`src/rtl/featuremap_serial_accum_if.sv`:
```
// Handshake bundle for featuremap_serial_accum.
//   Input side : in_valid/in_ready handshake, in_data carries NUM_CH packed
//                fp32 partial sums (channel c at [c*DATA_WIDTH +: DATA_WIDTH]),
//                relu_en is sampled together with the accepted pixel.
//   Output side: out_valid/out_ready handshake, out_data is the fp32 pixel,
//                out_last marks the final pixel of a feature map.
// Modports: slave  = the accumulator block itself
//           master = the environment that feeds it and drains it
interface featuremap_serial_accum_if #(
   parameter int DATA_WIDTH = 32,
   parameter int NUM_CH     = 16
);
   logic                         in_valid;
   logic                         in_ready;
   logic [NUM_CH*DATA_WIDTH-1:0] in_data;
   logic                         relu_en;
   logic                         out_valid;
   logic                         out_ready;
   logic [DATA_WIDTH-1:0]        out_data;
   logic                         out_last;

   modport slave (
      input  in_valid, in_data, relu_en, out_ready,
      output in_ready, out_valid, out_data, out_last
   );

   modport master (
      output in_valid, in_data, relu_en, out_ready,
      input  in_ready, out_valid, out_data, out_last
   );
endinterface

```
`src/rtl/featuremap_serial_accum.sv`:
```
// Feature-map output stage with a single time-multiplexed fp32 adder.
// One accepted pixel carries NUM_CH per-channel partial sums; the block
// computes ((BIAS+ch0)+ch1)+...+ch[NUM_CH-1], optionally applies ReLU and
// presents the result on the output handshake, flagging the last pixel of
// each PIXELS-long feature map.
// Ports:
//   clk  - rising-edge clock
//   rst  - asynchronous, active-low reset
//   bus  - slave side of featuremap_serial_accum_if (in/out handshakes)
//   busy - high whenever the block is not idle
module featuremap_serial_accum #(
   parameter int                    DATA_WIDTH = 32,
   parameter int                    NUM_CH     = 16,
   parameter logic [DATA_WIDTH-1:0] BIAS       = 32'h00000000,
   parameter int                    PIXELS     = 3136
) (
   input  logic                     clk,
   input  logic                     rst,
   featuremap_serial_accum_if.slave bus,
   output logic                     busy
);

   localparam int IDX_W = (NUM_CH > 1) ? $clog2(NUM_CH) : 1;
   localparam int PIX_W = (PIXELS > 1) ? $clog2(PIXELS) : 1;

   typedef enum logic [1:0] {IDLE, ACCUM, HOLD} state_t;

   // Combinational fp32 add: round-to-nearest-even, denormal inputs are
   // treated as zero and results below the normal range flush to zero.
   // Any NaN operand or inf-inf yields the canonical quiet NaN 7FC00000.
   function automatic logic [31:0] fp_add(input logic [31:0] a, input logic [31:0] b);
      logic        a_nan, b_nan, a_inf, b_inf, a_zero, b_zero;
      logic        sx, sy;
      logic [7:0]  ex, ey, d;
      logic [22:0] fx, fy;
      logic [26:0] mx, my, my_sh;
      logic [27:0] sum;
      logic [24:0] mant;
      logic [4:0]  lz;
      logic        found;
      int          er;

      a_nan  = (a[30:23] == 8'hFF) && (a[22:0] != 23'd0);
      b_nan  = (b[30:23] == 8'hFF) && (b[22:0] != 23'd0);
      a_inf  = (a[30:23] == 8'hFF) && (a[22:0] == 23'd0);
      b_inf  = (b[30:23] == 8'hFF) && (b[22:0] == 23'd0);
      a_zero = (a[30:23] == 8'h00);
      b_zero = (b[30:23] == 8'h00);

      if (a_nan || b_nan || (a_inf && b_inf && (a[31] != b[31]))) return 32'h7FC00000;
      if (a_inf) return a;
      if (b_inf) return b;
      if (a_zero && b_zero) return {a[31] & b[31], 31'd0};
      if (a_zero) return b;
      if (b_zero) return a;

      // x is the operand with the larger magnitude; its sign wins.
      if (a[30:0] >= b[30:0]) begin
         sx = a[31]; ex = a[30:23]; fx = a[22:0];
         sy = b[31]; ey = b[30:23]; fy = b[22:0];
      end else begin
         sx = b[31]; ex = b[30:23]; fx = b[22:0];
         sy = a[31]; ey = a[30:23]; fy = a[22:0];
      end

      // Hidden bit, 23 fraction bits, then guard/round/sticky.
      mx = {1'b1, fx, 3'b000};
      my = {1'b1, fy, 3'b000};
      d  = ex - ey;
      if (d >= 8'd27) begin
         my_sh = 27'd1;
      end else begin
         my_sh = my >> d;
         // Bits pushed out on the right collapse into the sticky bit.
         if (|(my << (8'd27 - d))) my_sh[0] = 1'b1;
      end

      er = int'(ex);
      if (sx == sy) begin
         sum = {1'b0, mx} + {1'b0, my_sh};
         if (sum[27]) begin
            sum = {1'b0, sum[27:2], sum[1] | sum[0]};
            er  = er + 1;
         end
      end else begin
         sum = {1'b0, mx} - {1'b0, my_sh};
         if (sum == 28'd0) return 32'h00000000;
         lz    = 5'd0;
         found = 1'b0;
         for (int i = 26; i >= 0; i--) begin
            if (!found) begin
               if (sum[i]) found = 1'b1;
               else        lz    = lz + 5'd1;
            end
         end
         sum = sum << lz;
         er  = er - int'(lz);
      end

      if (er <= 0) return {sx, 31'd0};

      mant = {1'b0, sum[26:3]};
      if (sum[2] && (sum[1] || sum[0] || sum[3])) mant = mant + 25'd1;
      if (mant[24]) begin
         mant = mant >> 1;
         er   = er + 1;
      end
      if (er >= 255) return {sx, 8'hFF, 23'd0};
      return {sx, 8'(er), mant[22:0]};
   endfunction

   state_t                       state_q, state_d;
   logic [NUM_CH*DATA_WIDTH-1:0] ch_buf_q, ch_buf_d;
   logic [DATA_WIDTH-1:0]        acc_q, acc_d;
   logic [IDX_W-1:0]             idx_q, idx_d;
   logic [PIX_W-1:0]             pix_q, pix_d;
   logic                         relu_q, relu_d;
   logic [DATA_WIDTH-1:0]        out_data_q, out_data_d;
   logic                         out_valid_q, out_valid_d;
   logic                         out_last_q, out_last_d;

   // Channel mux built as an AND-OR of per-channel selects.
   logic [DATA_WIDTH-1:0] ch_sel [NUM_CH];
   logic [DATA_WIDTH-1:0] cur_ch;
   logic [DATA_WIDTH-1:0] add_sum;
   logic [DATA_WIDTH-1:0] relu_out;
   logic                  last_ch;

   genvar gi;
   generate
      for (gi = 0; gi < NUM_CH; gi++) begin : g_ch_sel
         assign ch_sel[gi] = (idx_q == IDX_W'(gi)) ? ch_buf_q[gi*DATA_WIDTH +: DATA_WIDTH]
                                                   : '0;
      end
   endgenerate

   always_comb begin
      cur_ch = '0;
      for (int i = 0; i < NUM_CH; i++) cur_ch = cur_ch | ch_sel[i];
   end

   assign add_sum  = fp_add(acc_q, cur_ch);
   // A set sign bit (including -0 and negative NaN) clamps to +0.
   assign relu_out = (relu_q && add_sum[DATA_WIDTH-1]) ? '0 : add_sum;
   assign last_ch  = (idx_q == IDX_W'(NUM_CH - 1));

   always_comb begin
      state_d     = state_q;
      ch_buf_d    = ch_buf_q;
      acc_d       = acc_q;
      idx_d       = idx_q;
      pix_d       = pix_q;
      relu_d      = relu_q;
      out_data_d  = out_data_q;
      out_valid_d = out_valid_q;
      out_last_d  = out_last_q;

      case (state_q)
         IDLE: begin
            if (bus.in_valid) begin
               ch_buf_d = bus.in_data;
               relu_d   = bus.relu_en;
               acc_d    = BIAS;
               idx_d    = '0;
               state_d  = ACCUM;
            end
         end
         ACCUM: begin
            acc_d = add_sum;
            idx_d = idx_q + 1'b1;
            if (last_ch) begin
               idx_d       = '0;
               out_data_d  = relu_out;
               out_valid_d = 1'b1;
               out_last_d  = (pix_q == PIX_W'(PIXELS - 1));
               state_d     = HOLD;
            end
         end
         HOLD: begin
            if (bus.out_ready) begin
               out_valid_d = 1'b0;
               out_last_d  = 1'b0;
               pix_d       = (pix_q == PIX_W'(PIXELS - 1)) ? '0 : pix_q + 1'b1;
               state_d     = IDLE;
            end
         end
         default: begin
            state_d = IDLE;
         end
      endcase
   end

   always_ff @(posedge clk or negedge rst) begin
      if (!rst) begin
         state_q     <= IDLE;
         ch_buf_q    <= '0;
         acc_q       <= '0;
         idx_q       <= '0;
         pix_q       <= '0;
         relu_q      <= 1'b0;
         out_data_q  <= '0;
         out_valid_q <= 1'b0;
         out_last_q  <= 1'b0;
      end else begin
         state_q     <= state_d;
         ch_buf_q    <= ch_buf_d;
         acc_q       <= acc_d;
         idx_q       <= idx_d;
         pix_q       <= pix_d;
         relu_q      <= relu_d;
         out_data_q  <= out_data_d;
         out_valid_q <= out_valid_d;
         out_last_q  <= out_last_d;
      end
   end

   assign bus.in_ready  = (state_q == IDLE);
   assign bus.out_valid = out_valid_q;
   assign bus.out_data  = out_data_q;
   assign bus.out_last  = out_last_q;
   assign busy          = (state_q != IDLE);

endmodule
```
`src/flat_wrapper.sv`:
```
// flat-port wrapper written by rule: the top's interface ports become plain ports
module featuremap_serial_accum_flat 
#(
   parameter int                    DATA_WIDTH = 32,
   parameter int                    NUM_CH     = 16,
   parameter logic [DATA_WIDTH-1:0] BIAS       = 32'h00000000,
   parameter int                    PIXELS     = 3136
)
  (clk, rst, busy, bus_in_valid, bus_in_data, bus_relu_en, bus_out_ready, bus_in_ready, bus_out_valid, bus_out_data, bus_out_last);
  featuremap_serial_accum_if #(.DATA_WIDTH(DATA_WIDTH), .NUM_CH(NUM_CH)) bus_i ();
  input  logic clk;
  input  logic rst;
  output logic busy;
  input wire logic [$bits(bus_i.in_valid)-1:0] bus_in_valid;
  input wire logic [$bits(bus_i.in_data)-1:0] bus_in_data;
  input wire logic [$bits(bus_i.relu_en)-1:0] bus_relu_en;
  input wire logic [$bits(bus_i.out_ready)-1:0] bus_out_ready;
  output wire logic [$bits(bus_i.in_ready)-1:0] bus_in_ready;
  output wire logic [$bits(bus_i.out_valid)-1:0] bus_out_valid;
  output wire logic [$bits(bus_i.out_data)-1:0] bus_out_data;
  output wire logic [$bits(bus_i.out_last)-1:0] bus_out_last;
  assign bus_i.in_valid = bus_in_valid;
  assign bus_i.in_data = bus_in_data;
  assign bus_i.relu_en = bus_relu_en;
  assign bus_i.out_ready = bus_out_ready;
  assign bus_in_ready = bus_i.in_ready;
  assign bus_out_valid = bus_i.out_valid;
  assign bus_out_data = bus_i.out_data;
  assign bus_out_last = bus_i.out_last;
  featuremap_serial_accum #(.DATA_WIDTH(DATA_WIDTH), .NUM_CH(NUM_CH), .BIAS(BIAS), .PIXELS(PIXELS)) u_core (.clk(clk), .rst(rst), .bus(bus_i), .busy(busy));
endmodule
```
`config.mk`:
```
export PLATFORM = sky130hd
export DESIGN_NAME = featuremap_serial_accum_flat
export DESIGN_NICKNAME = d
export VERILOG_FILES = /design/src/rtl/featuremap_serial_accum_if.sv /design/src/rtl/featuremap_serial_accum.sv /design/src/flat_wrapper.sv
export SDC_FILE = /design/constraint.sdc
export NUM_CORES = 2
export LEC_CHECK = 0
export CORE_MARGIN = 2
export CORE_UTILIZATION = 45
export CTS_CLUSTER_SIZE = 14
export DETAILED_ROUTE_END_ITERATION = 8
export DONT_BUFFER_PORTS = 1
export PLACE_DENSITY = 0.58
export SYNTH_ARGS = -nofsm -noshare
export SYNTH_HDL_FRONTEND = slang
export SYNTH_SLANG_ARGS = --single-unit
```
`constraint.sdc`:
```
create_clock -name clk -period 85.9 [get_ports clk]
set_input_delay 12.885 -clock clk [delete_from_list [all_inputs] [get_ports clk]]
set_output_delay 12.885 -clock clk [all_outputs]
set_load 0.005 [all_outputs]
```
==> out/metrics.cfg <==
[run_status]
run_status = finished clean

[cts]
clock_latency_ps = 670
clkTransAtPathRegs_ps = 60
cts-root-buf = clkbuf_16
cts_made_buffers = 71
cts-resized-gates = 0
cts.sinks = 597
postCtsSetupRepairBufs = 0
holdBufCountCts = 0
htree_levels = 3
clockBufferDepth = 3
tritoncts = built

[timing]
fin_tns_setup_ps = 0
worstMarginPinSlew_ps = 1240
grt_setup_unrepaired = no
fin_skew_ps = 45.0
relSlewSlack = 0.163
slew_viol_final = 0
period_minus_slack_ps = 32800
worst_hold_slack_ps = 463
hold_viol_final = 0
fmax_mhz = 30.5
setup_violations = 0
period_share = 0.382

[placed_design]
gp_congestion = 1.04
io_buffer_count = 0
post-dp-hpwl_um = 135000

[die]
die_w_um = 313
rows = 113
die_y_um = 313
die-area_um2 = 97800
start_util = 0.453
core_um2 = 94700
io-pin-count = 553

[logic_synthesis]
syn_avg_cell_area_um2 = 7.75
yosys_most_used_dff = dfrtp_1
mappedNetlistArea_um2 = 42900
yosys_warnings = 0
synth-seq-area-share = 0.348
ys_ff_latch = 597
async_reset_ff_frac = 1.00
syn-num-nets = 6183
syn_inst = 5537
synth_edf_count = 0
ys_types = 127

[critical_path]
critPathMostFrequentCell = ha_1
cp-startpoint = u_core.idx_q[3]
rr_endpoint = u_core.bus.out_data[7]
start_kind = flip-flop
worstReg2RegStart = u_core.idx_q[3]
crit_path_top_delay_cell = dfrtp_4
rrSetupSlack_ps = 53100
crit_arrival_ps = 33330
cp.required_ps = 86420
cp-endpoint = u_core.bus.out_data[7]
critPathMaxFanout = 58
cpPeakStageDelay_ps = 760
reg2reg_depth = 136
crit_type = reg -> reg
cp-end-kind = flip-flop

[routing]
vias_per_cell = 6.25
drt_iter0_markers = 5365
drcViolationCount = 0
num_vias = 41700
drt_wl_total_um = 180000
drt_first_pass_iters = 8
avgRoutedWirePerCell_um = 27.0
ant_nets = 0

[global_routing]
grt_pass1_vias = 39400
grt_max_degree = 598
grt_pass1_wl_um = 263000
grtUsageTotal = 0.357
grt_overflow_total = 0
grt_antenna_before_repair = 23

[layout]
drive_above_1_share = 0.0712
nFillCells = 9470
final_common_cell = nand2_1
final_cell_mix = nand2_1, dfrtp_1, nor2_1
syn_to_final_growth_pct = 7.92
final_net_count = 5983
final_core_util = 0.489

[run]
maxCapViolCount = 0

[min_path]
hold_path.class = reg -> reg

## synthesized netlist by cell type (31+ instances only)
| cell type | number | area, µm² |
|---|---|---|
| mux2i_1 | 167 | 1670 |
| xor2_1 | 31 | 272 |
| buf_2 | 64 | 320 |
| xnor2_1 | 96 | 841 |
| nor2b_1 | 35 | 219 |
| dfrtp_1 | 597 | 14900 |
| a22o_1 | 47 | 412 |
| a32o_1 | 32 | 320 |
| and2_1 | 35 | 219 |
| clkbuf_1 | 236 | 886 |
| a211oi_1 | 41 | 308 |
| o21ai_0 | 226 | 1130 |
| a221oi_1 | 51 | 447 |
| nand3_1 | 121 | 606 |
| nor2_1 | 283 | 1060 |
| nand4_1 | 59 | 369 |
| o21bai_1 | 38 | 285 |
| mux2_2 | 53 | 597 |
| nand2b_1 | 31 | 194 |
| a21oi_1 | 207 | 1040 |
| o211ai_1 | 37 | 278 |
| nand2_1 | 1920 | 7210 |
| ha_1 | 127 | 1590 |
| nor3_1 | 66 | 330 |
| and3_1 | 46 | 288 |
| inv_1 | 142 | 533 |
| a22oi_1 | 72 | 541 |
| a21o_1 | 35 | 263 |
| a222oi_1 | 32 | 320 |
| nor4_1 | 34 | 213 |
## routing by layer
| layer | up-vias | part of all wire | global-route usage |
|---|---|---|---|
| li1 | 18900 | - | - |
| met4 | 12 | 0.043 | 0.144 |
| met5 | - | 0.00044 | 0 |
| met3 | 361 | 0.086 | 0.0660 |
| met1 | 20400 | 0.41 | 0.481 |
| met2 | 2067 | 0.46 | 0.565 |
## worst max-delay path: cells and delay by family (launching register included)
| family | cells | cell delay, ps |
|---|---|---|
| multiplexers | 5 | 980 |
| XOR/XNOR | 3 | 940 |
| flip-flops | 1 | 760 |
| buffers and inverters | 12 | 4550 |
| AND/OR/NAND/NOR | 42 | 8790 |
| AO/OA/AOI/OAI | 57 | 11500 |
| adder cells (fa/ha/maj) | 17 | 4950 |
## through the flow
| step | std cells | setup slack (ps) | area, µm² |
|---|---|---|---|
| final | 6671 | 53100 | 46300 |
| after global routing | 6670 | 50870 | 46300 |
| after CTS | 6652 | 53700 | 46200 |
| after detailed placement | 6526 | 53820 | 43700 |
| after global placement | 6526 | 54430 | 43700 |
| after floorplan | 5537 | 58070 | 42900 |
## area by class of cell
cell class / count / area [µm²] / area share
multi-input combinational: 4436 / 26000 / 0.561
inverter: 150 / 563 / 0.0122
antenna: 16 / 40.0 / 0.000865
sequential: 597 / 14900 / 0.323
clock inverter: 28 / 463 / 0.0100
timing repair buffer: 81 / 693 / 0.0150
clock buffer: 98 / 2050 / 0.0442
tap: 1265 / 1580 / 0.0342
## registers in the layout, summed over array words and instances (netlist names)
signal	cells
u_core.bus.out_data	32
u_core.bus.out_last	1
u_core.idx_q	4
u_core.acc_q	32
u_core.relu_q	1
u_core.state_q	2
u_core.bus.out_valid	1
u_core.ch_buf_q	512
u_core.pix_q	12
## worst min path at each step
stage                         start                 endpoint  slack, ps  cells after the start
2_1_floorplan         u_core.relu_q  u_core.bus.out_data[31]        430                      1
3_3_place_gp          u_core.relu_q  u_core.bus.out_data[31]        440                      1
3_5_place_dp          u_core.relu_q  u_core.bus.out_data[31]        450                      1
4_1_cts               u_core.relu_q  u_core.bus.out_data[31]        460                      1
5_1_grt        u_core.ch_buf_q[108]     u_core.ch_buf_q[108]        480                      2
6_report              u_core.relu_q  u_core.bus.out_data[31]        460                      1
## logic make-up (layout without fill, tap and decap cells)
group,Yosys count,after routing,share of synthesized area
compound gates,1160,1160,0.194
xor+xnor,139,139,0.0316
fa+ha+maj,132,132,0.0387
buf+inv,504,357,0.0491
flops,597,597,0.348
mux,248,248,0.0650
other cells,0,16,0
simple gates,2757,2757,0.274
Power is not shown: default switching activity piles up to over one toggle a cycle in this logic, so the estimate is an artifact.
